File: config.mk
export PLATFORM = sky130hd
export DESIGN_NAME = regfile_scoreboard
export DESIGN_NICKNAME = d
export VERILOG_FILES = /design/src/rtl/regfile_scoreboard.sv
export SDC_FILE = /design/constraint.sdc
export NUM_CORES = 2
export LEC_CHECK = 0
export CAP_MARGIN = 15
export CORE_UTILIZATION = 65
export DETAILED_ROUTE_END_ITERATION = 6
export PLACE_DENSITY = 0.82
export SLEW_MARGIN = 10
export SYNTH_ARGS = -nofsm -noshare
export SYNTH_HDL_FRONTEND = slang
export SYNTH_SLANG_ARGS = --single-unit
File: constraint.sdc
create_clock -name clk -period 4.7 [get_ports clk]
set_input_delay 0.705 -clock clk [delete_from_list [all_inputs] [get_ports clk]]
set_output_delay 0.705 -clock clk [all_outputs]
set_load 0.02 [all_outputs]
File: src/rtl/regfile_scoreboard.sv
// Multi-read-port register file with same-cycle write bypass and a per-register busy
// scoreboard used by decode to stall on operands whose producer has not yet written back.
module regfile_scoreboard #(
    parameter int unsigned DATA_W   = 32,
    parameter int unsigned ADDR_W   = 5,
    parameter int unsigned NUM_RD   = 2,
    parameter int unsigned ZERO_REG = 1,
    parameter int unsigned BYPASS   = 1
) (
    input  logic                       clk,
    input  logic                       rst_n,
    input  logic [NUM_RD*ADDR_W-1:0]   rd_addr,
    output logic [NUM_RD*DATA_W-1:0]   rd_data,
    output logic [NUM_RD-1:0]          rd_busy,
    input  logic                       wr_en,
    input  logic [ADDR_W-1:0]          wr_addr,
    input  logic [DATA_W-1:0]          wr_data,
    input  logic                       iss_en,
    input  logic [ADDR_W-1:0]          iss_addr,
    output logic                       any_busy
);

    localparam int unsigned DEPTH = 2 ** ADDR_W;

    logic [DATA_W-1:0] regs_q [DEPTH];
    logic [DEPTH-1:0]  busy_q;
    logic              wr_ok;
    logic              iss_ok;

    assign wr_ok  = wr_en  && !((ZERO_REG != 0) && (wr_addr  == '0));
    assign iss_ok = iss_en && !((ZERO_REG != 0) && (iss_addr == '0));

    // The issue update comes last so that on a same-address collision the busy bit ends set.
    always_ff @(posedge clk or negedge rst_n) begin
        if (!rst_n) begin
            for (int unsigned i = 0; i < DEPTH; i++) begin
                regs_q[i] <= '0;
            end
            busy_q <= '0;
        end else begin
            if (wr_ok) begin
                regs_q[wr_addr] <= wr_data;
                busy_q[wr_addr] <= 1'b0;
            end
            if (iss_ok) begin
                busy_q[iss_addr] <= 1'b1;
            end
        end
    end

    always_comb begin
        rd_data = '0;
        rd_busy = '0;
        for (int unsigned k = 0; k < NUM_RD; k++) begin
            logic [ADDR_W-1:0] addr;
            addr = rd_addr[k*ADDR_W +: ADDR_W];
            if ((ZERO_REG != 0) && (addr == '0)) begin
                rd_data[k*DATA_W +: DATA_W] = '0;
                rd_busy[k]                  = 1'b0;
            end else if ((BYPASS != 0) && rst_n && wr_en && (wr_addr == addr)) begin
                // Forwarding is suppressed in reset so outputs stay cleared while rst_n is low.
                rd_data[k*DATA_W +: DATA_W] = wr_data;
                rd_busy[k]                  = 1'b0;
            end else begin
                rd_data[k*DATA_W +: DATA_W] = regs_q[addr];
                rd_busy[k]                  = busy_q[addr];
            end
        end
    end

    assign any_busy = |busy_q;

endmodule

# Word-level counts from Yosys, hierarchy flattened
# Cells that the tools add are included.
# word_totals
register_bits,1056
inputBits,56
out_inout_bits,67
elab_cells,93
# classes
n_lt_le_gt_ge,10
n_eq_ne,2
n_mux,27
bitwise_logic,6
n_reduce_logical,15
# ops
operator,count
bitwise mux 1024 bit,1
two-way mux 32 bit,11
binary-select mux 32 bit (select 5 bit),2
demux 32 bit (select 5 bit),1
AND 32 bit,1
NOT 32 bit,1
bitwise OR 32 bit,1
OR reduction 32 bit,1
less-than comparator 5 x 6 -> 1 bit (second input constant),4
zero test 5 bit,4
greater-or-equal comparator 6 bit (second input constant),3
NOT 5 -> 6 bit,3
binary-select mux 1 bit (select 5 bit),2
demux 1 bit (select 5 bit),2
== test 5 bit,2
greater-or-equal comparator 5 x 1 -> 1 bit (second input constant),2
logical AND 1 bit,8
two-way mux 1 bit,8
less-than comparator 6 x 1 -> 1 bit (second input constant),1
zero test 1 bit,2

# Logic depth before layout (Yosys ltp)
# logic_depth
depth_word,9
depth_mapped,10
depth_no_buf,5

# Worst setup path before layout
# No wires, ideal clock.
# synth_timing
path_kind,input port to output port
from,in rd_addr[6]
to,out rd_data[40]
arrival_time_ns,2.511
required_time_ns,3.995
setup_slack_ns,1.484
cell_stages,8
n_path_buf,4
path_cell_list,buf_2 > buf_2 > buf_2 > buf_2 > mux4_2 > o22a_1 > o211ai_1 > a221oi_1
# synth_via
elab_chain_cells,6
word_cells_on_any_way,9
classes_between,eq/ne: 1; mux: 5; bitwise: 1; reduce/logical: 2
# synth_lines
element,line_no,rtl
start: declaration,12,"input logic [NUM_RD*ADDR_W-1:0] rd_addr,"
NOT 5 -> 6 bit (implied by the code),65,rd_data[k*DATA_W +: DATA_W] = regs_q[addr];
binary-select mux 32 bit (select 5 bit),65,
two-way mux 32 bit (implied by the code) (2 in a row),65,
two-way mux 32 bit,60,end else if ((BYPASS != 0) && rst_n && wr_en && (wr_addr == addr)) begin
two-way mux 32 bit *,57,if ((ZERO_REG != 0) && (addr == '0)) begin
end: declaration,13,"output logic [NUM_RD*DATA_W-1:0] rd_data,"
# Every way passes the cells marked *; elsewhere a longest branch is shown, timed or not. The select of a mux whose other input is x is not followed.

# Worst setup path after layout
# layout_timing
from,in rd_addr[3]
to,out rd_data[14]
# The elaborated chain is that of the path after synthesis.

==> results.cfg <==
[placed_design]
gp_congestion = 0.947
hpwl_mm = 117
dp_slack_ns = 0.145
dpl_cell_area_um2 = 60100
port_buffers = 122

[drt]
wl_per_cell_um = 36.2
ant_nets = 0
wl_met1_mm = 67.4
drc_errors = 0
wl_met2_mm = 82.0
totalWireLength_mm = 190
highest_layer = met5
firstDrtPassIters = 5
num_vias = 40700
drtIter0Drc = 6395
via_per_inst = 7.76
wl_met3_mm = 26.7

[worst_setup_path]
slowest_delay_ns = 0.85
timing.rr.start = regs_q[115]
cp_common_cell = clkdlybuf4s50_1
path_class = primary input to primary output
cp_slowest_cell = a21oi_1
cp.required_ns = 3.99
regToRegSetupSlack_ns = 3.86
reg2reg_depth = 1
critPathCaptureType = primary output
crit_chain = clkdlybuf4s50_1 -> or3b_4 -> o22ai_1 -> a2111oi_2 -> a21oi_1 -> a22o_1 -> clkdlybuf4s50_1
arrival_ns = 3.95
critPathLaunchType = primary input
reg2reg_to = regs_q[115]
worstPathMaxFanout = 30

[final_layout]
drive_gt1_frac = 0.464
fin_area_um2 = 63600
final_util = 0.735
num-nets-final = 4056
n_fill_cell = 5313
synthToLayoutAreaGrowth_pct = 12.1

[synthesis]
syn_area_per_cell_um2 = 14.3
synth_cell_type_count = 67
yosysSeqAreaShare = 0.465
synth_cells = 3964
synth_area_um2 = 56800
ys.flop_type = dfrtp_1
yosys_warnings = 0
syn_nets = 4020
ys_ff_latch = 1056
synth_edf_count = 0
ys_async_sr_fraction = 1.00

[clocking]
cts.sinks = 1056
cts_root_buf = clkbuf_16
cts_resized = 0
cts_tree = yes
cts_buffers = 108
clock_latency_ns = 0.67
clk_pin_slew_ns = 0.06
htree_levels = 3
cts_buffer_depth = 3

[sta]
rsz0062_at_grt = no
final_hold_viol_count = 0
fin_ws_ns = 0.0495
fmax_mhz = 215
finalCritPeriodShare = 0.989
setup_viol = 0
fin_setup_tns_ns = 0
fin_skew_ns = 0
tightest_slew_ns = 1.31
fin_crit_ns = 4.65
slew_violations = 0
slew_headroom = 0.127

[global_routing]
grt_pass1_wl_mm = 280
grt_max_degree = 178
antenna_found_initial = 7
gr-total-overflow = 0
track_usage = 0.434
grt_pass1_vias = 41500

[power_and_ir_drop]
pwr-share-comb = 0.217
swShare = 0.285
p_leak_nw = 27.8
p_per_area_nw_per_um2 = 421
seq_power_share = 0.457
intPower_mw = 19.2
p_sw_mw = 7.63
pwr-share-clk = 0.326
vdd_ir_drop_max_mv = 0.380

[floorplan]
num_io_pins = 123
die_h_um = 298
initial_utilization = 0.655
die-width_um = 298
die_area_um2 = 88500
design.core.area_um2 = 86600
core.rowCount = 108

[hold_path]
hold_path_class = flop to flop
hold_path_depth = 0
min-delay-start = regs_q[1015]
whs_endpoint = regs_q[1015]

[status]
outcome = complete, no violations

[job]
cap_violations = 0
==> cells in the mapped netlist, types with 7 or more instances <==
library cell / n / area share
dfrtp_1: 1056 / 0.47
mux2_2: 991 / 0.20
mux4_2: 399 / 0.16
mux2i_1: 275 / 0.048
clkbuf_1: 237 / 0.016
buf_2: 113 / 0.010
a21oi_1: 88 / 0.0078
a22o_1: 80 / 0.012
o22ai_1: 70 / 0.0077
nand2_1: 67 / 0.0044
a22oi_1: 59 / 0.0078
buf_1: 51 / 0.0034
o21ai_0: 45 / 0.0040
a221oi_1: 42 / 0.0065
nor2_1: 42 / 0.0028
nand3_1: 33 / 0.0029
o221ai_1: 32 / 0.0049
buf_6: 26 / 0.0052
buf_4: 25 / 0.0033
nor2b_1: 17 / 0.0019
a2111oi_0: 16 / 0.0025
a211oi_1: 16 / 0.0021
inv_1: 16 / 0.0011
nor3_1: 14 / 0.0012
o21ai_1: 13 / 0.0011
a2111oi_2: 11 / 0.0029
a32o_1: 11 / 0.0019
nand2b_1: 10 / 0.0011
a221o_1: 9 / 0.0016
nor4_1: 9 / 0.00099
a311oi_1: 7 / 0.0011
and2_1: 7 / 0.00077
nand4_1: 7 / 0.00077
==> flip-flops by register name (all words and copies together), names as in the netlist <==
| signal | cells |
|---|---|
| regs_q | 1024 |
| busy_q | 32 |
==> timing repair <==
action | in CTS | in global routing
hold buffers | 1 | 0
endpoints found under the hold margin | 9 | 0
setup buffers | 0 | 0
==> final cells by class <==
type	instances	area (um2)	area share
diodes	5	12.5	0.000197
clock buffers	174	3330	0.0524
clock inverters	22	223	0.00350
inverters	16	60.1	0.000944
multi-input cells	2438	28300	0.445
flip-flops and latches	1056	26400	0.415
well taps	1155	1450	0.0227
repair buffers	380	3790	0.0596
==> cells in the final DEF (no fill, tap or decap), types with 7 or more instances in the layout <==
cell type and count:
clkdlybuf4s50_1 104, nor4_1 9, o21ai_0 45, nand2b_1 10
clkbuf_8 32, nand4_1 7, inv_1 15, a311oi_1 7
mux2_2 991, dfrtp_1 1056, clkbuf_1 31, clkbuf_16 111
a22oi_1 59, buf_4 216, a21oi_1 87, a2111oi_2 11
nand2_1 53, nand2_2 14, a32o_1 11, o22ai_1 70
nor2_4 8, mux2i_1 275, a2111oi_0 16, a22o_1 80
nor3_1 11, mux4_2 399, a221o_1 9, clkinv_2 14
buf_12 52, nor2b_1 14, nor2_1 31, o21ai_1 12
a211oi_1 16, nand3_1 30, o221ai_1 32, a221oi_1 42
==> worst max-delay path, delay by kind of cell <==
kind | cells | cell delay (ns)
compound gates | 4 | 1.46
buf+inv | 2 | 1.08
simple gates | 1 | 0.68
==> per-stage QoR <==
stage	hold slack, ns	instances	total power, mW
after floorplan	0.409	3964	15.9
after global placement	0.377	5044	17.6
after detailed placement	0.382	5044	17.9
after CTS	0.397	5241	26.6
after global routing	0.403	5242	27.6
final	0.393	5246	26.8
==> kinds of logic after synthesis <==
family | share of synthesized area
multiplexers | 0.405
flip-flops | 0.465
AO/OA/AOI/OAI | 0.0681
buffers and inverters | 0.0391
AND/OR/NAND/NOR | 0.0208
XOR/XNOR | 0.00154
==> routing by layer <==
metal / up-vias / track usage
li1: 15400 / -
met1: 21000 / 0.586
met2: 3324 / 0.614
met3: 870 / 0.145
met4: 10 / 0.263
met5: - / 0
==> worst max-delay path by stage <==
stage | cells past startpoint | to | start
floorplan | 8 | rd_data[40] | rd_addr[6]
global placement | 9 | rd_data[23] | rd_addr[3]
detailed placement | 8 | rd_data[31] | rd_addr[3]
CTS | 8 | rd_data[31] | rd_addr[3]
global route | 8 | rd_data[31] | rd_addr[3]
finish | 7 | rd_data[14] | rd_addr[3]
==> power by group through the flow <==
| stage | clock network (mW) | registers [mW] | logic, mW |
|---|---|---|---|
| 2_1_floorplan | 0 | 11.8 | 4.15 |
| 3_3_place_gp | 0 | 12.1 | 5.51 |
| 3_5_place_dp | 0 | 12.3 | 5.67 |
| 4_1_cts | 8.74 | 12.1 | 5.73 |
| 5_1_grt | 9.08 | 12.4 | 6.10 |
| 6_report | 8.73 | 12.2 | 5.81 |
(Power assumes the default switching activity.)
